### src/rtl/axi_lite_mem_slave.sv
// rtl/axi_lite_mem_slave.sv - AXI4-Lite slave bridging host accesses to core memory strobes and control
//
// Purpose:
//   Turns AXI4-Lite AR/AW/W/R/B handshakes into single-cycle MemRead/MemWrite
//   strobes on a word address. Owns the riscv_rst bit that keeps the RISC-V core
//   in reset while the host loads its program. Only one transaction is in flight.
//
// Address map (byte addresses, bits [1:0] ignored):
//   addr[13] = 0    memory, word address = addr[12:2]
//   0x2000          CTRL   bit0 = riscv_rst (R/W)
//   0x2004          CYCLES (RO) core-run cycle counter
//   other 0x2xxx    read 0 / write ignored, SLVERR
//
// Optional feature:
//   AXI_CYCLE_CNT_EN  when defined, CYCLES is a 32-bit counter that advances every
//                     cycle while riscv_rst == 0 and clears when riscv_rst falls.
//                     When undefined, CYCLES reads as 0 with OKAY.
//
// Ports:
//   S_AXI_ACLK, S_AXI_ARESETN          clock, asynchronous active-low reset
//   S_AXI_AR*                          read address channel
//   S_AXI_AW*, S_AXI_W*                write address / write data channels
//   S_AXI_R*                           read data / response channel
//   S_AXI_B*                           write response channel
//   Address                            memory word address, valid with strobes
//   MemRead, Read_data                 read strobe, combinational memory data
//   MemWrite, Write_data               write strobe and data
//   riscv_rst                          registered core reset (1 = held)

module axi_lite_mem_slave #(
  parameter int   ADDR_W   = 14,
  parameter int   MEM_AW   = 11,
  parameter logic RST_INIT = 1'b1
) (
  input  logic              S_AXI_ACLK,
  input  logic              S_AXI_ARESETN,
  input  logic [ADDR_W-1:0] S_AXI_ARADDR,
  input  logic              S_AXI_ARVALID,
  output logic              S_AXI_ARREADY,
  input  logic [ADDR_W-1:0] S_AXI_AWADDR,
  input  logic              S_AXI_AWVALID,
  output logic              S_AXI_AWREADY,
  input  logic [31:0]       S_AXI_WDATA,
  input  logic [3:0]        S_AXI_WSTRB,
  input  logic              S_AXI_WVALID,
  output logic              S_AXI_WREADY,
  output logic [31:0]       S_AXI_RDATA,
  output logic [1:0]        S_AXI_RRESP,
  output logic              S_AXI_RVALID,
  input  logic              S_AXI_RREADY,
  output logic [1:0]        S_AXI_BRESP,
  output logic              S_AXI_BVALID,
  input  logic              S_AXI_BREADY,
  output logic [MEM_AW-1:0] Address,
  output logic              MemRead,
  output logic              MemWrite,
  input  logic [31:0]       Read_data,
  output logic [31:0]       Write_data,
  output logic              riscv_rst
);

  localparam logic [1:0]        RESP_OKAY   = 2'b00;
  localparam logic [1:0]        RESP_SLVERR = 2'b10;
  localparam logic [MEM_AW-1:0] CTRL_WORD   = '0;
  localparam logic [MEM_AW-1:0] CYC_WORD    = MEM_AW'(1);
  localparam logic              RR_READ     = 1'b0;
  localparam logic              RR_WRITE    = 1'b1;
  localparam logic [31:0]       CONTENTION  = 32'hFFFF_FFFF;

  typedef enum logic [2:0] {
    IDLE,
    WR_COLLECT,
    RD_MEM,
    RD_RESP,
    WR_MEM,
    WR_RESP
  } state_t;

  typedef enum logic [1:0] {
    SEL_MEM,
    SEL_CTRL,
    SEL_CYC,
    SEL_BAD
  } sel_t;

  function automatic sel_t decode_sel(input logic region, input logic [MEM_AW-1:0] word);
    if (!region)                 return SEL_MEM;
    else if (word == CTRL_WORD)  return SEL_CTRL;
    else if (word == CYC_WORD)   return SEL_CYC;
    else                         return SEL_BAD;
  endfunction

  state_t state, state_nxt;

  // Early-arriving half of a write (AW or W) is parked here until its partner shows up.
  logic              aw_got, w_got;
  logic              aw_region_q;
  logic [MEM_AW-1:0] aw_word_q;
  logic [31:0]       w_data_q;
  logic [3:0]        w_strb_q;

  // Access decision is taken at the handshake so RD_MEM/WR_MEM need no address decode.
  sel_t              rd_sel_q;
  logic              wr_ctrl_q;

  logic [31:0]       rdata_q;
  logic [1:0]        rresp_q;
  logic [1:0]        bresp_q;
  logic [MEM_AW-1:0] address_q;
  logic              mem_read_q;
  logic              mem_write_q;
  logic [31:0]       write_data_q;
  logic              riscv_rst_q;
  logic              rr_last_q;
  logic [31:0]       cycles_val;

  logic arready_c, awready_c, wready_c, rvalid_c, bvalid_c;
  logic ar_hs, aw_hs, w_hs;
  logic wr_start;

  logic              eff_aw_region;
  logic [MEM_AW-1:0] eff_aw_word;
  logic [31:0]       eff_wdata;
  logic [3:0]        eff_wstrb;
  sel_t              wr_sel;
  sel_t              ar_sel;

  // Byte-lane bits of the addresses carry no meaning for word-only access.
  logic unused_addr_lsbs;
  assign unused_addr_lsbs = &{1'b0, S_AXI_ARADDR[1:0], S_AXI_AWADDR[1:0]};

  // Merge the parked half with the half arriving this cycle.
  assign eff_aw_region = aw_got ? aw_region_q : S_AXI_AWADDR[ADDR_W-1];
  assign eff_aw_word   = aw_got ? aw_word_q   : S_AXI_AWADDR[ADDR_W-2:2];
  assign eff_wdata     = w_got  ? w_data_q    : S_AXI_WDATA;
  assign eff_wstrb     = w_got  ? w_strb_q    : S_AXI_WSTRB;
  assign wr_sel        = decode_sel(eff_aw_region, eff_aw_word);
  assign ar_sel        = decode_sel(S_AXI_ARADDR[ADDR_W-1], S_AXI_ARADDR[ADDR_W-2:2]);

  always_ff @(posedge S_AXI_ACLK or negedge S_AXI_ARESETN) begin
    if (!S_AXI_ARESETN) state <= IDLE;
    else                state <= state_nxt;
  end

  always_comb begin
    arready_c = 1'b0;
    awready_c = 1'b0;
    wready_c  = 1'b0;
    rvalid_c  = 1'b0;
    bvalid_c  = 1'b0;
    ar_hs     = 1'b0;
    aw_hs     = 1'b0;
    w_hs      = 1'b0;
    state_nxt = state;

    case (state)
      IDLE: begin
        // On a read/write collision the side served less recently wins; the
        // loser simply sees READY low and keeps its VALID asserted.
        arready_c = !((S_AXI_AWVALID || S_AXI_WVALID) && (rr_last_q == RR_READ));
        awready_c = !(S_AXI_ARVALID && (rr_last_q == RR_WRITE));
        wready_c  = !(S_AXI_ARVALID && (rr_last_q == RR_WRITE));
      end
      WR_COLLECT: begin
        awready_c = !aw_got;
        wready_c  = !w_got;
      end
      RD_RESP: rvalid_c = 1'b1;
      WR_RESP: bvalid_c = 1'b1;
      default: ;
    endcase

    // Nothing is accepted while reset is asserted.
    if (!S_AXI_ARESETN) begin
      arready_c = 1'b0;
      awready_c = 1'b0;
      wready_c  = 1'b0;
    end

    ar_hs = S_AXI_ARVALID && arready_c;
    aw_hs = S_AXI_AWVALID && awready_c;
    w_hs  = S_AXI_WVALID  && wready_c;

    case (state)
      IDLE: begin
        if (ar_hs)               state_nxt = RD_MEM;
        else if (aw_hs && w_hs)  state_nxt = WR_MEM;
        else if (aw_hs || w_hs)  state_nxt = WR_COLLECT;
      end
      WR_COLLECT: begin
        if ((aw_got || aw_hs) && (w_got || w_hs)) state_nxt = WR_MEM;
      end
      RD_MEM:  state_nxt = RD_RESP;
      RD_RESP: if (S_AXI_RREADY) state_nxt = IDLE;
      WR_MEM:  state_nxt = WR_RESP;
      WR_RESP: if (S_AXI_BREADY) state_nxt = IDLE;
      default: state_nxt = IDLE;
    endcase
  end

  assign wr_start = (state_nxt == WR_MEM) && (state != WR_MEM);

  always_ff @(posedge S_AXI_ACLK or negedge S_AXI_ARESETN) begin
    if (!S_AXI_ARESETN) begin
      aw_got       <= 1'b0;
      w_got        <= 1'b0;
      aw_region_q  <= 1'b0;
      aw_word_q    <= '0;
      w_data_q     <= '0;
      w_strb_q     <= '0;
      rd_sel_q     <= SEL_MEM;
      wr_ctrl_q    <= 1'b0;
      rdata_q      <= '0;
      rresp_q      <= RESP_OKAY;
      bresp_q      <= RESP_OKAY;
      address_q    <= '0;
      mem_read_q   <= 1'b0;
      mem_write_q  <= 1'b0;
      write_data_q <= '0;
      riscv_rst_q  <= RST_INIT;
      rr_last_q    <= RR_READ;
    end else begin
      mem_read_q  <= 1'b0;
      mem_write_q <= 1'b0;

      if (wr_start) begin
        aw_got       <= 1'b0;
        w_got        <= 1'b0;
        address_q    <= eff_aw_word;
        write_data_q <= eff_wdata;
        // Memory is writable only while the core is held and the word is fully strobed.
        mem_write_q  <= (wr_sel == SEL_MEM) && riscv_rst_q && (eff_wstrb == 4'hF);
        wr_ctrl_q    <= (wr_sel == SEL_CTRL) && eff_wstrb[0];
        case (wr_sel)
          SEL_MEM:  bresp_q <= (riscv_rst_q && (eff_wstrb == 4'hF)) ? RESP_OKAY : RESP_SLVERR;
          SEL_CTRL: bresp_q <= RESP_OKAY;
          SEL_CYC:  bresp_q <= RESP_OKAY;
          default:  bresp_q <= RESP_SLVERR;
        endcase
      end else begin
        if (aw_hs) begin
          aw_got      <= 1'b1;
          aw_region_q <= S_AXI_AWADDR[ADDR_W-1];
          aw_word_q   <= S_AXI_AWADDR[ADDR_W-2:2];
        end
        if (w_hs) begin
          w_got    <= 1'b1;
          w_data_q <= S_AXI_WDATA;
          w_strb_q <= S_AXI_WSTRB;
        end
      end

      if (ar_hs) begin
        rd_sel_q   <= ar_sel;
        address_q  <= S_AXI_ARADDR[ADDR_W-2:2];
        mem_read_q <= (ar_sel == SEL_MEM);
      end

      case (state)
        RD_MEM: begin
          case (rd_sel_q)
            SEL_MEM: begin
              rdata_q <= Read_data;
              // All-ones from the arbiter means the running core won the memory port.
              rresp_q <= ((Read_data == CONTENTION) && !riscv_rst_q) ? RESP_SLVERR : RESP_OKAY;
            end
            SEL_CTRL: begin
              rdata_q <= {31'd0, riscv_rst_q};
              rresp_q <= RESP_OKAY;
            end
            SEL_CYC: begin
              rdata_q <= cycles_val;
              rresp_q <= RESP_OKAY;
            end
            default: begin
              rdata_q <= '0;
              rresp_q <= RESP_SLVERR;
            end
          endcase
        end
        RD_RESP: if (S_AXI_RREADY) rr_last_q <= RR_READ;
        WR_MEM:  if (wr_ctrl_q) riscv_rst_q <= write_data_q[0];
        WR_RESP: if (S_AXI_BREADY) rr_last_q <= RR_WRITE;
        default: ;
      endcase
    end
  end

`ifdef AXI_CYCLE_CNT_EN
  logic [31:0] cyc_cnt_q;
  logic        rst_fall;

  // The counter restarts from zero each time the core is released.
  assign rst_fall = (state == WR_MEM) && wr_ctrl_q && riscv_rst_q && !write_data_q[0];

  always_ff @(posedge S_AXI_ACLK or negedge S_AXI_ARESETN) begin
    if (!S_AXI_ARESETN)    cyc_cnt_q <= '0;
    else if (rst_fall)     cyc_cnt_q <= '0;
    else if (!riscv_rst_q) cyc_cnt_q <= cyc_cnt_q + 32'd1;
  end

  assign cycles_val = cyc_cnt_q;
`else
  assign cycles_val = '0;
`endif

  assign S_AXI_ARREADY = arready_c;
  assign S_AXI_AWREADY = awready_c;
  assign S_AXI_WREADY  = wready_c;
  assign S_AXI_RVALID  = rvalid_c;
  assign S_AXI_BVALID  = bvalid_c;
  assign S_AXI_RDATA   = rdata_q;
  assign S_AXI_RRESP   = rresp_q;
  assign S_AXI_BRESP   = bresp_q;
  assign Address       = address_q;
  assign MemRead       = mem_read_q;
  assign MemWrite      = mem_write_q;
  assign Write_data    = write_data_q;
  assign riscv_rst     = riscv_rst_q;

endmodule

### config.mk
export PLATFORM = sky130hd
export DESIGN_NAME = axi_lite_mem_slave
export DESIGN_NICKNAME = d
export VERILOG_FILES = /design/src/rtl/axi_lite_mem_slave.sv
export SDC_FILE = /design/constraint.sdc
export NUM_CORES = 1
export LEC_CHECK = 0
export CAP_MARGIN = 20
export CORE_ASPECT_RATIO = 1.75
export CORE_MARGIN = 2
export CORE_UTILIZATION = 34
export CTS_BUF_LIST = sky130_fd_sc_hd__clkbuf_4 sky130_fd_sc_hd__clkbuf_8
export DETAILED_ROUTE_END_ITERATION = 10
export PLACE_DENSITY_LB_ADDON = 0.2
export SLEW_MARGIN = 20
export SYNTH_ARGS = -nofsm -noshare
export SYNTH_HDL_FRONTEND = slang
export SYNTH_SLANG_ARGS = --single-unit
export TNS_END_PERCENT = 1
### constraint.sdc
create_clock -name S_AXI_ACLK -period 5.8 [get_ports S_AXI_ACLK]
set_input_delay 0.87 -clock S_AXI_ACLK [delete_from_list [all_inputs] [get_ports S_AXI_ACLK]]
set_output_delay 0.87 -clock S_AXI_ACLK [all_outputs]
set_load 0.05 [all_outputs]
**Yosys cells after proc, flatten, opt, wreduce, memory -nomap -nowiden**

Cells that the tools add are included.

- Flip-flop bits (word level): 139
- Input port bits: 103

- Equal/unequal tests: 17
- Muxes and demuxes: 41
- Reduce and logical (&&, ||, !) cells: 38
- Bitwise operators: 2

Operators by type and width:

| kind | count |
|---|---|
| 32-bit case mux with 2 select lines | 1 |
| 11-bit two-way mux | 3 |
| 32-bit == test, second input constant | 1 |
| 32-bit two-way mux | 1 |
| 11-bit by 1-bit == test with 1-bit output, second input constant | 2 |
| 11-bit logical NOT | 2 |
| 3-bit two-way mux | 6 |
| 3-bit case mux with 6 select lines | 1 |
| 1-bit two-way mux | 17 |
| 1-bit logical AND | 13 |
| 2-bit two-way mux | 6 |
| 3-bit == test, second input constant | 3 |
| 2-bit case mux with 2 select lines | 2 |
| 2-bit nonzero test | 4 |
| 3-bit by 2-bit == test with 1-bit output, second input constant | 2 |
| 2-bit logical NOT | 3 |
| 1-bit case mux with 2 select lines | 3 |
| 2-bit AND reduction | 3 |
| 1-bit logical NOT | 5 |
| 2-bit by 1-bit == test with 1-bit output, second input constant | 2 |
| 2-bit == test, second input constant | 2 |
| 4-bit == test, second input constant | 1 |
| 1-bit logical OR | 4 |
| 4-bit two-way mux | 1 |
| 7 further kinds | 10 |

**Longest topological paths before layout**

Gate-level depths: netlist of run 1.

- Word-level depth: 14
- Mapped depth: 9

**Worst setup path after synthesis of run 1**

Ideal clock, no wire load.

- Path kind: input to register
- From: in S_AXI_ARVALID
- To: reg w_data_q[10]
- Data required time: 5675 ps
- Path slack: 2800 ps
- Buffers on the path: 2
- Arrival: 2875 ps
- Stages: 7
- Cells stage by stage: nand3b_1 -> nand3_1 -> a21oi_1 -> o2111a_1 -> buf_4 -> buf_6 -> mux2_2

- Cells in the longest elaborated chain, start to end: 14
- Elaborated cells between the ends (all ways): 23
- Classes of those cells: 1 x eq/ne; 9 x mux; 1 x bitwise; 12 x reduce/logical

Ends and longest elaborated chain:

| what | RTL line | source |
|---|---|---|
| start: declaration | 38 | `input logic S_AXI_ARVALID,` |
| 1-bit logical AND (*) | 162 | `wready_c = !(S_AXI_ARVALID && (rr_last_q == RR_WRITE));` |
| 1-bit logical NOT (*) | 162 |  |
| 1-bit case mux with 2 select lines (*) | 156 | `case (state)` |
| 1-bit two-way mux (*) | 174 | `if (!S_AXI_ARESETN) begin` |
| net S_AXI_WREADY | 46 | `output logic S_AXI_WREADY,` |
| 1-bit logical AND (*) | 182 | `w_hs = S_AXI_WVALID && wready_c;` |
| 1-bit logical OR | 188 | `else if (aw_hs \|\| w_hs) state_nxt = WR_COLLECT;` |
| 3-bit two-way mux | 188 |  |
| 3-bit two-way mux | 187 | `else if (aw_hs && w_hs) state_nxt = WR_MEM;` |
| 3-bit two-way mux | 186 | `if (ar_hs) state_nxt = RD_MEM;` |
| 3-bit case mux with 6 select lines | 184 | `case (state)` |
| 3-bit == test | 201 | `assign wr_start = (state_nxt == WR_MEM) && (state != WR_MEM);` |
| 1-bit logical AND | 201 |  |
| 1-bit NOT (no line) | n/a |  |
| 2-bit AND reduction (no line) (*) | n/a |  |
| end signal: assignment | 209 | `w_data_q <= '0;` |
| end signal: assignment | 248 | `w_data_q <= S_AXI_WDATA;` |
| end: declaration | 99 | `logic [31:0] w_data_q;` |

The timed path passes the listed nets; every way through them passes the cells marked *.
A chain may end at the register's enable or synchronous reset.

**Final worst setup path of run 1**

- From: in S_AXI_ARVALID
- To: out S_AXI_WREADY

- Cells in the longest elaborated chain, start to end: 4

Ends and longest elaborated chain:

| what | RTL line |
|---|---|
| 1-bit logical AND | 162 |
| 1-bit logical NOT | 162 |
| 1-bit case mux with 2 select lines | 156 |
| 1-bit two-way mux | 174 |
| end: declaration | 46 |

No other way between the ends.

==> results of run 1 <==
## state kept, by name, summed over array words and instances, names as in the netlist, 2 cells and up
name	count
w_strb_q	4
S_AXI_RDATA	32
rd_sel_q	2
aw_word_q	11
Address	11
Write_data	32
w_data_q	32
state	3
## routing by layer
layer,track usage [%],part of all wire [%]
met1,19.76,40
met4,6.263,1.8
met2,31.31,53
met5,0,0
met3,4.464,5.6
## layout make-up
cell class                      instances  area share (%)
Clock inverter                         11           1.944
Tap cell                              234           3.395
Inverter                                5          0.2176
Timing Repair Buffer                  188           21.69
Clock buffer                           21           3.279
Sequential cell                       137           39.81
Multi-Input combinational cell        400           29.66
## final timing paths
kind,start,depth (start not counted),slack [ns],endpoint
worst max-delay path,S_AXI_ARVALID,5,2.09,S_AXI_WREADY
worst min-delay path,S_AXI_ARESETN,1,0.34,S_AXI_RDATA[19]
worst max register to register,state[0],6,2.99,Write_data[3]
worst min register to register,S_AXI_RDATA[17],2,0.48,S_AXI_RDATA[17]
max in group asynchronous,S_AXI_ARESETN,3,3.74,w_data_q[25]
min in group S_AXI_ACLK,S_AXI_RDATA[17],2,0.48,S_AXI_RDATA[17]
## cell usage in the layout (no fill, tap or decap), types with 2 or more instances in the layout
cell type	instances
clkdlybuf4s50_1	182
dfrtp_1	135
nand2_1	115
o21ai_0	83
mux2_2	51
mux2i_1	43
nor2_1	25
clkbuf_8	20
nand4_1	11
a311o_1	9
nand3_1	7
a21oi_1	7
inv_1	5
nor3_1	5
nor4_1	5
buf_4	5
a22oi_1	4
o211ai_1	4
bufinv_16	4
a31oi_1	3
ha_1	3
clkinv_2	3
a41oi_2	2
a21o_1	2
conb_1	2
clkinvlp_4	2
## power by group
group          internal [W]  switching [W]
registers           0.00138       0.000359
logic              0.000950        0.00149
clock network      0.000508       0.000381
## per-stage QoR
step	cell area, sq um	util (%)	setup WS [ns]	hold WS, ns
2_1_floorplan	6207	-	2.800	0.4396
3_3_place_gp	8160	45.40	2.184	0.4658
3_5_place_dp	8168	45.44	2.117	0.4701
4_1_cts	8618	47.95	2.107	0.3365
5_1_grt	8623	47.98	1.995	0.3548
6_report	8623	47.98	2.093	0.3432
## worst max-delay path: stages
cell and delay (ns):
clkdlybuf4s50_1 0.49, nand3b_1 0.21, nand3_1 0.15, a21oi_1 0.25
clkdlybuf4s50_1 0.87
## synth_stat cells, types with 5 or more instances
master	instances
nor2_1	25
nand3_1	7
a21oi_1	7
buf_2	6
a311o_1	9
mux2_2	51
clkbuf_1	28
nand4_1	11
o21ai_0	83
inv_1	5
mux2i_1	43
nand2_1	115
nor4_1	5
dfrtp_1	136
nor3_1	5
## logic make-up after synthesis
logic type	after synthesis	share of synthesized area, %
other	1	0.06045
XOR/XNOR	1	0.1412
AND/OR/NAND/NOR	179	12.36
multiplexers	94	16.20
AO/OA/AOI/OAI	121	11.72
buffers and inverters	47	3.630
flip-flops	137	55.28
adder cells (fa/ha/maj)	3	0.6051
==> results.ini, run 1 <==
[timing]
hold_violations=0
fmax_mhz=269.7
fin_crit_sh_pct=63.92
period_minus_slack_ns=3.708
setup_viol=0
finalMaxSlewViolations=0
rsz0062_at_grt=false
fin_skew_ns=0.01731
tightest_slew_ns=0.9359
fin_setup_tns_ns=0
slew-limit-headroom_pct=37.61

[power_and_ir_drop]
p_per_area_nw_per_um2=587.7
p_total_w=0.005068
ir_drop_uv=266.3
p_leak_nw=3.665

[cells_and_area]
area_delta_synth_final_pct=39.01
final_cells=996
fin_nets=855
nFillCells=1682
drive_above_1_share_pct=12.73
multi_input_area_sq_um=2557
seq_area_sq_um=3433
antenna_cells=0

[routing]
ant_nets=0
firstDrtPassIters=4
drt_wl_total_um=16400
vias_per_cell=4.953
wl_per_cell_um=16.46
drtIter0Drc=98
route.vias.total=4933
drc=0

[yosys]
synth_cell_types=45
synth_seq_cells=137
seq_area_frac_synth_pct=55.28
syn_area_per_cell_sq_um=10.64
async_flop_share_pct=100.0
synth_top_cell_area_share_pct=54.86
synthTopCellsByArea=dfrtp_1 55%, mux2_2 9.3%, nand2_1 7.0%
post_synth_instance_area_sq_um=6203
syn_inst=583
synth_edf_count=0
synth_largest_area_cell=dfrtp_1
yosys_warnings=0
ys.flop_type=dfrtp_1

[critical_path]
critPathMaxFanout=5
critical_path_class=input port to primary output
arrival_ns=2.84
startpoint_type=input port
cp-end-kind=primary output
required_ns=4.93

[placed_design]
io_buffers=183
routabilityCongestion=0.8073
hpwl_um=11870
dp.cells=964

[worst_hold_path]
min_path_type=input port to asynchronous set/reset pin

[global_routing]
grt_max_degree=69
grt_pass1_vias=5167
grt_overflow=0
grt.total_usage_pct=17.44
antenna_found_initial=0
grt_pass1_wl_um=26590

[clocking]
clockBufferDepth=2
cts_hold_buf=0
cts-root-buf=clkbuf_8
cts_sinks=137
post-cts-setup-buffers=0
cts_tree=yes
post_cts_resized=0
clkTransAtPathRegs_ns=0.07
htree_levels=4
worstSkewPairLatency_ns=0.44
cts_buffers=17

[floorplan]
core-area_sq_um=17970
rows=65
die_x_um=106.1
start_util_pct=34.51
chipHeight_um=182.7
die_area_sq_um=19380
ioPinCount=190

[run_status]
outcome=completed

[job]
max_cap_violations=0

(Power assumes the default switching activity.)
==> run 2: changes to the inputs <==
- clock period: 5.8 -> 3.9 ns (I/O delays scaled with it)
==> run 2 against run 1 <==
Non-clock buffer count is 4 higher. First-iteration DRC count increased by 59%. Clock skew shrank 0.0040 ns. Via count increased by 0.49%. Hold slack better by 0.14 ns. Sequential share of layout area down 0.18 points. Design area increased by 0.38%. Register-to-register slack worse by 1.6 ns. Flip-flop and latch count unchanged. Clock-buffer cell count shrank 1. Critical path depth unchanged. Sequential power up 43%.
==> results.ini, run 2 (synthesis gave the netlist of run 1 again) <==
[placed_design]
dp.cells=967
hpwl_um=12090
io_buffers=183
routabilityCongestion=0.7976
place_ws_ns=0.7763

[timing]
slew-limit-headroom_pct=43.89
finalMaxSlewViolations=0
period_minus_slack_ns=3.325
tightest_slew_ns=0.8416
fin_crit_sh_pct=85.26
fin_skew_ns=0.01328
rsz0062_at_grt=false
fin_setup_tns_ns=0
setup_viol=0
layout_setup_ws_ns=0.5749
hold_violations=0
fmax_mhz=300.7

[floorplan]
die_area_sq_um=19380
rows=65
die_x_um=106.1
start_util_pct=34.51
chipHeight_um=182.7
ioPinCount=190
core-area_sq_um=17970

[routing]
drc=0
firstDrtPassIters=6
route.vias.total=4957
drt_wl_total_um=16440
ant_nets=0
vias_per_cell=4.957
wl_per_cell_um=16.44
drtIter0Drc=156

[power_and_ir_drop]
p_leak_nw=3.676
p_per_area_nw_per_um2=869.2
ir_drop_uv=399.7

[critical_path]
crit_buf_inv=3
critPathTopFamily=buffers and inverters
critPathMaxStageDelay_ns=0.87
cp-end-kind=primary output
required_ns=3.31
critPathMaxFanout=33
r2r_end=Write_data[28]
startpoint_type=input port
r2r-start=state[0]
r2r_cells=5
crit_chain=dlygate4sd3_1, buf_6, nand3_1, a21oi_1, clkdlybuf4s50_1
arrival_ns=2.74
crit_slowest_cell=clkdlybuf4s50_1
reg2reg_setup_slack_ns=1.39
critical_path_class=input port to primary output

[global_routing]
grt_pass1_vias=5257
grt_overflow=0
grt.total_usage_pct=17.50
grt_pass1_wl_um=26650
grt_max_degree=81
antenna_found_initial=0

[cells_and_area]
nFillCells=1702
drive_above_1_share_pct=13.05
final_common_cell=clkdlybuf4s50_1
final_cells=1000
fin_nets=859
area_delta_synth_final_pct=39.53
utilization_pct=48.16
final_cell_mix=182 x clkdlybuf4s50_1, 135 x dfrtp_1, 115 x nand2_1
antenna_cells=0

[worst_hold_path]
worstHoldEndpoint=S_AXI_RDATA[16]
min_path_cells=2
min_path_type=flip-flop to flip-flop
hp-start=S_AXI_RDATA[16]

[clocking]
cts-root-buf=clkbuf_8
cts_sinks=137
htree_levels=4
cts_buffers=17
cts_tree=yes
worstSkewPairLatency_ns=0.44
clockBufferDepth=2
clkTransAtPathRegs_ns=0.07

[run_status]
outcome=completed

[job]
max_cap_violations=0

[run 2: cell types whose count changed in the layout (fill, tap and decap cells not counted)]
cell,change
dfrtp_4,-1
dfrtp_2,+1
buf_6,+1
clkbuf_8,-2
dlygate4sd3_1,+1
buf_4,+1
clkinvlp_4,+2
inv_6,-1
buf_12,+1
clkbuf_4,+1
[run 2: worst max path at each step]
stage / start / endpoint / slack (ns) / cells past startpoint
floorplan: S_AXI_ARVALID / w_data_q[10] / 1.19 / 7
global placement: S_AXI_ARVALID / S_AXI_WREADY / 0.88 / 5
global route: S_AXI_ARESETN / S_AXI_AWREADY / 0.48 / 5
CTS: S_AXI_ARESETN / S_AXI_WREADY / 0.58 / 5
finish: S_AXI_ARESETN / S_AXI_WREADY / 0.57 / 5
detailed placement: S_AXI_ARVALID / S_AXI_WREADY / 0.78 / 5
[run 2: layout make-up]
class | count | area (sq um) | area share [%]
clock buffer | 20 | 262.8 | 3.036
clock inverter | 12 | 173.9 | 2.009
timing repair buffer | 192 | 1919 | 22.17
inverter | 5 | 18.77 | 0.2168
sequential | 137 | 3431 | 39.64
tap | 234 | 292.8 | 3.382
multi-input combinational | 400 | 2557 | 29.55
[run 2: power by group]
part / internal, W / leakage [nW] / total [W] / switching [W]
Clock: 0.000725 / 0.212 / 0.00128 / 0.000555
Sequential: 0.00205 / 1.71 / 0.00249 / 0.000432
Combinational: 0.00144 / 1.76 / 0.00376 / 0.00232
[run 2: per-layer routing]
metal	part of all wire, %	vias to the layer above	track usage [%]
met5	0	-	0
met4	1.0	0	6.053
met3	5.8	10	4.357
met2	55	157	32.56
met1	39	2409	18.96
li1	-	2381	-
[run 2: worst min-delay path, cell delays in order, from the launching register on]
cell and delay [ns]:
dfrtp_1 0.34, nand2_1 0.04, o21ai_0 0.06
[run 2: repair_timing]
action / CTS / global route
hold endpoints to repair: 24 / 0
setup endpoints to repair: 0 / 0
buffers inserted: 0 / 0
hold buffers: 1 / 0
gates resized for setup: 0 / 0
[run 2: metrics by stage]
| stage | power, W | instance area, sq um | hold WS (ns) |
|---|---|---|---|
| 2_1_floorplan | 0.005054 | 6207 | 0.2894 |
| 3_3_place_gp | 0.006199 | 8203 | 0.4626 |
| 3_5_place_dp | 0.006323 | 8203 | 0.4716 |
| 4_1_cts | 0.007635 | 8650 | 0.4900 |
| 5_1_grt | 0.008003 | 8656 | 0.5071 |
| 6_report | 0.007524 | 8656 | 0.4837 |
==> run 3: changes to the inputs <==
- CORE_UTILIZATION: 34 -> 28
==> run 3 against run 2 <==
Final cell count grew 6.3%. Power is 0.84% lower. Routed wire length rose by 7.1%. Sequential share of layout area down 0.21 points. Maximum frequency grew 2.7%. Critical path type unchanged. Clock power is 5% lower. Sequential power about the same. Critical path depth is the same. Highest routed layer unchanged. Via count rose by 0.40%. Non-clock buffer count is 1 higher.
==> results.ini, run 3 (synthesis gave the netlist of run 1 again) <==
[power_and_ir_drop]
p_per_area_nw_per_um2=857.5
ir_drop_uv=329.0
power.internal_w=0.004121
p_leak_nw=3.660
p_sw_w=0.003340
swShare_pct=44.76
seqPwrFrac_pct=33.3
clkPwrFrac_pct=16.2
power_frac_comb_pct=50.5

[clocking]
clockBufferDepth=2
cts-root-buf=clkbuf_8
htree_levels=4
post_cts_resized=0
worstSkewPairLatency_ns=0.46
cts_buffers=17
post-cts-setup-buffers=0
clkTransAtPathRegs_ns=0.07
cts_sinks=137
cts_tree=yes
cts_hold_buf=1

[routing]
route.vias.total=4977
firstDrtPassIters=5
vias_per_cell=4.682
drtIter0Drc=198
wl_per_cell_um=16.56
ant_nets=0
drt_wl_total_um=17600
drc=0

[critical_path]
cp-end-kind=primary output
critPathMaxFanout=23
arrival_ns=2.65
startpoint_type=input port
required_ns=3.31
critical_path_class=input port to primary output

[run_status]
outcome=completed

[timing]
fin_skew_ns=0.008588
fin_crit_sh_pct=83.02
fmax_mhz=308.8
hold_violations=0
rsz0062_at_grt=false
fin_setup_tns_ns=0
finalMaxSlewViolations=0
setup_viol=0
period_minus_slack_ns=3.238
slew-limit-headroom_pct=37.19
tightest_slew_ns=0.9422

[global_routing]
grt.total_usage_pct=15.44
grt_overflow=0
grt_pass1_wl_um=27650
grt_max_degree=73
antenna_found_initial=0
grt_pass1_vias=5301

[cells_and_area]
fin_nets=860
area_delta_synth_final_pct=40.26
final_common_cell=clkdlybuf4s50_1
antenna_cells=0
utilization_pct=39.75
drive_above_1_share_pct=13.17
final_cell_mix=182 x clkdlybuf4s50_1, 135 x dfrtp_1, 115 x nand2_1

[job]
max_cap_violations=0

[placed_design]
hpwl_um=13080
routabilityCongestion=0.8145
io_buffers=183

[floorplan]
chipHeight_um=200.9
rows=72
start_util_pct=28.34
die_x_um=116.5
die_area_sq_um=23410
ioPinCount=190
core-area_sq_um=21890

[worst_hold_path]
min_path_type=flip-flop to flip-flop

## run 3: changes by cell type in the layout (fill, tap and decap cells not counted), sizes merged
cell      before  now
clkbuf        20   22
clkinvlp       4    5
clkinv         4    2
inv            5    6
bufinv         4    2
buf            9   10
## run 3: path summary, 6_finish.rpt
check / startpoint / to / depth (start not counted) / slack (ns)
max: S_AXI_ARESETN / S_AXI_WREADY / 5 / 0.66
min: wr_ctrl_q / wr_ctrl_q / 2 / 0.48
max reg2reg: state[0] / Write_data[8] / 5 / 1.18
min reg2reg: wr_ctrl_q / wr_ctrl_q / 2 / 0.48
max in group asynchronous: S_AXI_ARESETN / w_data_q[25] / 4 / 1.54
min in group asynchronous: S_AXI_ARESETN / S_AXI_RDATA[18] / 2 / 0.53
## run 3: metal layers
metal,up-vias,wire length [um],global-route usage (%),part of all wire (%)
met3,27,1163,4.710,6.6
met5,-,0,0,0
li1,2384,-,-,-
met2,155,9763,28.63,55
met1,2411,6276,15.65,36
met4,0,399,6.037,2.3
## run 3: power groups by stage
stage,registers (W),logic [W],clock network (W)
after global placement,0.00248,0.00375,0
after floorplan,0.00349,0.00156,0
final,0.00248,0.00377,0.00121
after global routing,0.00257,0.00408,0.00131
after detailed placement,0.00252,0.00382,0
after CTS,0.00249,0.00383,0.00126
## run 3: per-stage QoR
step           power (W)  hold slack, ns  area [sq um]  setup WS (ns)  std cells
2_1_floorplan   0.005054          0.2894          6207          1.185        584
3_3_place_gp    0.006228          0.4365          8275         0.8368       1030
3_5_place_dp    0.006339          0.4409          8275         0.6985       1030
4_1_cts         0.007572          0.4875          8698         0.6547       1063
5_1_grt         0.007967          0.5104          8701         0.5329       1063
6_report        0.007461          0.4783          8701         0.6621       1063
## run 3: layout make-up
cell class                 count  area [sq um]
tap                          296         370.4
inverter                       5         18.77
timing repair buffer         193          1911
fill                        2178         13190
clock buffer                  22         296.5
clock inverter                10         116.4
sequential                   137          3431
multi-input combinational    400          2557
## run 3: critical path, cell delays in order
cell	delay (ns)
dlygate4sd3_1	0.55
buf_6	0.23
nand3_1	0.16
a21oi_1	0.25
clkdlybuf4s50_1	0.87
